===== src/rtl/jzjpcc_prefetch_queue.sv =====
// Instruction prefetch queue: issues sequential word fetches to a 1-cycle SRAM and
// buffers responses in a FIFO for decode; redirects flush the queue and refetch.
module jzjpcc_prefetch_queue #(
  parameter int          PC_MAX_B    = 15,
  parameter int          QUEUE_DEPTH = 4,
  parameter logic [31:0] RESET_PC    = 32'h00000000
) (
  input  logic                               clock,
  input  logic                               reset,
  output logic [PC_MAX_B:2]                  instructionAddressToLatch,
  output logic                               imemRequest,
  input  logic [31:0]                        instruction_fetch,
  output logic [31:0]                        instruction_decode,
  output logic [PC_MAX_B:2]                  currentPC_decode,
  output logic                               decodeValid,
  input  logic                               stall_fetch,
  input  logic                               pcCTWriteEnable,
  input  logic [PC_MAX_B:2]                  controlTransferNewPC,
  output logic [$clog2(QUEUE_DEPTH+1)-1:0]   queueCount
);
  localparam int AW = $clog2(QUEUE_DEPTH);
  localparam int CW = $clog2(QUEUE_DEPTH+1);
  localparam int OW = CW + 1;

  typedef struct packed {
    logic [PC_MAX_B:2] pc;
    logic [31:0]       instr;
  } entry_t;

  entry_t            q [QUEUE_DEPTH];
  logic [AW-1:0]     head, tail;
  logic [CW-1:0]     count;
  logic              in_flight;
  logic [PC_MAX_B:2] fetch_pc, req_pc;
  logic              pop, push;
  logic [OW-1:0]     occ;

  assign decodeValid = (count != '0);
  assign pop         = decodeValid && !stall_fetch && !pcCTWriteEnable;
  // A redirect drops whatever response is returning this cycle.
  assign push        = in_flight && !pcCTWriteEnable;
  // Occupancy including the outstanding response; pop implies count >= 1, so no underflow.
  assign occ         = {1'b0, count} + OW'(in_flight) - OW'(pop);

  assign imemRequest = !reset && (pcCTWriteEnable || (occ < OW'(QUEUE_DEPTH)));
  assign instructionAddressToLatch = pcCTWriteEnable ? controlTransferNewPC : fetch_pc;

  assign instruction_decode = decodeValid ? q[head].instr : 32'h00000013;
  assign currentPC_decode   = decodeValid ? q[head].pc    : '0;
  assign queueCount         = count;

  always_ff @(posedge clock) begin
    if (reset) begin
      head      <= '0;
      tail      <= '0;
      count     <= '0;
      in_flight <= 1'b0;
      req_pc    <= '0;
      fetch_pc  <= RESET_PC[PC_MAX_B:2];
    end else if (pcCTWriteEnable) begin
      head      <= '0;
      tail      <= '0;
      count     <= '0;
      in_flight <= 1'b1;
      req_pc    <= controlTransferNewPC;
      fetch_pc  <= controlTransferNewPC + 1'b1;
    end else begin
      in_flight <= imemRequest;
      if (imemRequest) begin
        req_pc   <= fetch_pc;
        fetch_pc <= fetch_pc + 1'b1;
      end
      if (push) tail <= tail + 1'b1;
      if (pop)  head <= head + 1'b1;
      if (push && !pop)      count <= count + 1'b1;
      else if (pop && !push) count <= count - 1'b1;
    end
  end

  // Storage needs no reset; validity is tracked by count.
  always_ff @(posedge clock) begin
    if (!reset && push) q[tail] <= '{pc: req_pc, instr: instruction_fetch};
  end
endmodule


===== config.mk =====
export PLATFORM = sky130hd
export DESIGN_NAME = jzjpcc_prefetch_queue
export DESIGN_NICKNAME = d
export VERILOG_FILES = /design/src/rtl/jzjpcc_prefetch_queue.sv
export SDC_FILE = /design/constraint.sdc
export NUM_CORES = 1
export LEC_CHECK = 0
export BUFFER_PORTS_ARGS = -buffer_cell sky130_fd_sc_hd__buf_2
export CAP_MARGIN = 20
export CORE_MARGIN = 8
export CORE_UTILIZATION = 55
export DETAILED_ROUTE_END_ITERATION = 8
export PLACE_DENSITY_LB_ADDON = 0.12
export SYNTH_ARGS = -nofsm -noshare
export SYNTH_HDL_FRONTEND = slang
export SYNTH_SLANG_ARGS = --single-unit
export TNS_END_PERCENT = 100

===== constraint.sdc =====
create_clock -name clock -period 4.9 [get_ports clock]
set_input_delay 0.98 -clock clock [delete_from_list [all_inputs] [get_ports clock]]
set_output_delay 0.98 -clock clock [all_outputs]
set_load 0.01 [all_outputs]

* After elaboration in Yosys (flattened, before gate mapping) *
Memory sizes are Yosys's and may differ from the RTL's. A register that Yosys moved wholly into a read port is not among the register bits.
Cells that the tools add are included.

word-level totals
  bits in registers = 36
  latch bits = 0
  memory bits (writable) = 184
  memory bits (read-only) = 0
  input port bits = 50
  output and inout port bits = 65
  logic and storage cells = 47
  memories = 1

memory list
  name  words  bits a word  rd ports  clocked after memory_dff  wr ports  RTL line  RTL
  q     4      46           1         1                         1         30        entry_t q [QUEUE_DEPTH];

cells by class
  add/sub/neg operators = 8
  multipliers = 0
  div/mod/pow operators = 0
  $lt $le $gt $ge = 1
  equal/unequal tests = 0
  shift-type cells = 0
  multiplexer cells = 14
  bitwise operators = 0
  reductions and logical operators = 17

operators with widths
  cell                   count
  $mux 14                6
  $mux 32                1
  $add 14x1->14 const B  2
  $logic_and 1x1->1      7
  $mux 3                 2
  $logic_not 1->1        5
  $add 2x1->2 const B    2
  $add 3x1->4            1
  $lt 4x3->1 const B     1
  $mux 2                 2
  $reduce_bool 2->1      2
  $sub 4x1->4            1
  $add 3x1->3 const B    1
  $mux 1                 3
  $reduce_bool 3->1      1
  $sub 3x1->3 const B    1
  $reduce_or 2->1        1
  $logic_or 1x1->1       1

* Longest topological paths before layout *
  depth in word-level cells = 9
  mapped depth = 13
  mapped depth without buffers = 10

* Worst setup path after synthesis *
OpenSTA, ideal clock, no wires.

  kind = input -> output
  start = input port pcCTWriteEnable
  end = output port imemRequest
  data arrival time = 3.154 ns
  setup slack = 0.766 ns
  cell stages on the path = 10
  path buffers = 2
  path through = buf_2 -> clkbuf_1 -> nor3_1 -> ha_1 -> inv_1 -> ha_1 -> and3b_4 -> nor4bb_4 -> nor4b_4 -> nor2_1

on the way
  longest elaborated chain between the ends = 6

ends and longest elaborated chain
  element            RTL line  RTL
  start, declared    17        input logic pcCTWriteEnable,
  $logic_not 1->1    39        assign pop = decodeValid && !stall_fetch && !pcCTWriteEnable;
  $logic_and 1x1->1  39
  named net pop      35        logic pop, push;
  $sub 4x1->4        43        assign occ = {1'b0, count} + OW'(in_flight) - OW'(pop);
  $lt 4x3->1         45        assign imemRequest = !reset && (pcCTWriteEnable || (occ < OW'(QUEUE_DEPTH)));
  $logic_or 1x1->1   45
  $logic_and 1x1->1  45
  end, declared      11        output logic imemRequest,

The timed path passes the listed nets, and every way through them passes these cells.

* Worst setup path in the final report *
Same ends and word-level chain as after synthesis.

==> metrics.yaml <==
cells_and_area:
  finish.utilization: 0.654
  final_nets: 717
  area_growth_pct: 17.1
  layoutNonFillerInstCount: 894
  n_antenna_cell: 0
  drive_above_1_share: 0.369
  fin_area_sq_um: 10700
  final.fill_count: 1160
floorplan:
  ios: 115
  die_w_um: 145
  initial_core_util: 0.558
  core_sq_um: 16400
  dieArea_sq_um: 21000
  rows: 47
  fp.dieH_um: 145
sta:
  clock_skew_ns: 0.00996
  timing_hold_violations_final: 0
  relSlewSlack: 0.310
  finalMaxSlewViolations: 0
  max_slew.worst_pin.slew_ns: 1.03
  rsz0062_at_grt: "false"
  report.final.setup_viol: 0
  fin_crit_ns: 4.20
  fin_crit_sh: 0.857
  hold_ws_ns: 0.478
  timing.fmax_mhz: 238
  fin_tns_setup_ns: 0
  fin_ws_ns: 0.700
clock_network:
  path_clk_slew_ns: 0.06
  cts_resized: 0
  clockBufferDepth: 3
  cts_tree: "built"
  clk_latency_ns: 0.49
  cts_made_buffers: 23
  cts_sinks: 222
  htree_levels: 1
  cts_hold_buf: 0
  cts_setup_buffers: 0
  cts-root-buf: "clkbuf_16"
critical_path:
  ff2ff_path_depth: 11
  worstPathCellList: "buf_2 -> nor3_1 -> ha_1 -> inv_1 -> ha_1 -> and3b_4 -> nor4bb_4 -> nor4b_4 -> nor2_1 -> buf_2"
  r2r-start: "queueCount[2]"
  cpPeakStageDelay_ns: 0.50
  critPathKind: "input port to output port"
  worstPathRequired_ns: 3.92
  slowest_stage: "nor3_1"
  setup.worst_path.start: "pcCTWriteEnable"
  crit_path_max_fanout: 4
  critPathArrivalTime_ns: 3.22
  cp-end-kind: "output port"
  r2r_end: "fetch_pc[7]"
  r2r_slack_ns: 1.56
  start_kind: "input port"
job:
  drv_cap: 0
grt:
  antenna_found_initial: 0
  grt.total_usage: 0.168
  grt_start_max_net_pins: 56
  grt_pass1_wl_um: 28800
  first_global_vias: 5441
  grt_overflow: 0
synthesis:
  synth_flop_cell: "edfxtp_1"
  syn-mean-instance-area_sq_um: 17.1
  syn-num-nets: 595
  yosysSeqAreaShare: 0.686
  syn_inst: 535
  yosysWarningCount: 0
  ys_ff_latch: 222
  synth_enable_flop_cells: 184
  synth_cell_types: 50
  netlist_area_sq_um: 9160
  ys_async_sr_fraction: 0
power_and_ir_drop:
  ir_drop_uv: 269
  leakage_nw: 3.84
  power_mw: 4.16
  power_density_nw_per_um2: 388
placement:
  pre_cts_ws_ns: 0.701
  place_congestion: 0.768
  place_area_sq_um: 9970
  dp_hpwl_um: 11300
  io_buffers: 114
  dp.cells: 852
detailed_routing:
  wl_per_cell_um: 19.9
  first_pass_iters: 4
  vias: 5002
  routed_wl_um: 17800
  antenna_left: 0
  drt_iter0_markers: 247
  viasPerCell: 5.60
  drc: 0
worst_hold_path:
  min_path_cells: 2
  holdPathEnd: "fetch_pc[6]"
  min_from: "fetch_pc[6]"
  hold_path.class: "flop to flop"
run_status:
  status: "complete, no violations"
## final cells by class
class                      instances  area (sq um)  area share
clock inverter                     9          71.3     0.00665
timing repair buffer             126           661      0.0616
multi-input combinational        263          2670       0.249
sequential                       222          6290       0.586
tap                              220           275      0.0257
clock buffer                      33           683      0.0637
inverter                          21          78.8     0.00735
## worst max-delay path: cells and delay by family
family | cells | cell delay (ns)
adders and majority gates | 2 | 0.52
and+or+nand+nor | 5 | 1.38
buffers and inverters | 3 | 0.33
## worst max path at each step
stage | slack (ns) | end | depth (start not counted)
floorplan | 0.77 | imemRequest | 10
global placement | 0.86 | imemRequest | 10
detailed placement | 0.70 | imemRequest | 10
CTS | 0.69 | imemRequest | 10
global route | 0.47 | imemRequest | 10
finish | 0.70 | imemRequest | 10
## metal layers
layer / share of wire / global-route usage
met2: 0.50 / 0.290
met4: 0.011 / 0.0312
met1: 0.44 / 0.216
met5: 0 / 0
met3: 0.053 / 0.0379
## layout by cell type, fill, tap and decap left out, types with 7 or more instances in the layout
cell type / synthesis / final
nand2_1: 12 / 12
mux4_2: 46 / 46
nor3_1: 12 / 11
edfxtp_1: 184 / 184
a21oi_1: 12 / 12
clkbuf_16: 0 / 23
dfxtp_1: 38 / 36
inv_1: 20 / 20
xnor2_1: 11 / 11
clkbuf_8: 0 / 7
a211oi_2: 9 / 9
ha_1: 9 / 9
nor2b_1: 44 / 44
nor2_1: 19 / 19
mux2i_1: 13 / 13
buf_4: 1 / 12
buf_2: 9 / 114
## state kept, by name (all words and copies together) (netlist names), named ones only
signal      count
fetch_pc       14
head            2
in_flight       1
q             184
queueCount      3
req_pc         14
tail            2
## power breakdown
part	switching, mW	internal, mW	total, mW
clock network	0.670	1.02	1.69
logic	0.190	0.142	0.332
registers	0.0410	2.10	2.14
## cells by family after synthesis
group | after synthesis | share of synthesized area
compound gates | 42 | 0.0397
mux | 62 | 0.131
fa+ha+maj | 10 | 0.0145
flops | 222 | 0.686
buf+inv | 50 | 0.0238
xor+xnor | 15 | 0.0143
simple gates | 134 | 0.0904
## Yosys cell counts (2+ instances only)
cell,number,area [sq um]
nor3_2,3,30.0
a21o_1,2,15.0
buf_1,2,7.51
mux4_2,46,1040
nand4_1,4,25.0
mux2i_1,13,130
o221a_2,2,22.5
nor2_1,19,71.3
nor4b_4,2,47.6
nand3_1,6,30.0
xor2_1,4,35.0
edfxtp_1,184,5530
a211oi_1,3,22.5
nor3b_1,3,22.5
inv_1,20,75.1
ha_1,9,113
dfxtp_1,38,761
or3_1,2,12.5
nor2b_1,44,275
or2_2,6,37.5
a21oi_1,12,60.1
nand2b_1,2,12.5
buf_6,2,22.5
buf_2,9,45.0
o21ai_0,3,15.0
clkbuf_1,15,56.3
a211oi_2,9,113
xnor2_1,11,96.3
nand3b_1,3,22.5
nor3_1,12,60.1
nand2_1,12,45.0
nand4b_1,3,26.3
mux2_2,3,33.8
a221oi_1,3,26.3
a2111oi_2,2,30.0
and3_1,8,50.1
(Power assumes the default switching activity.)
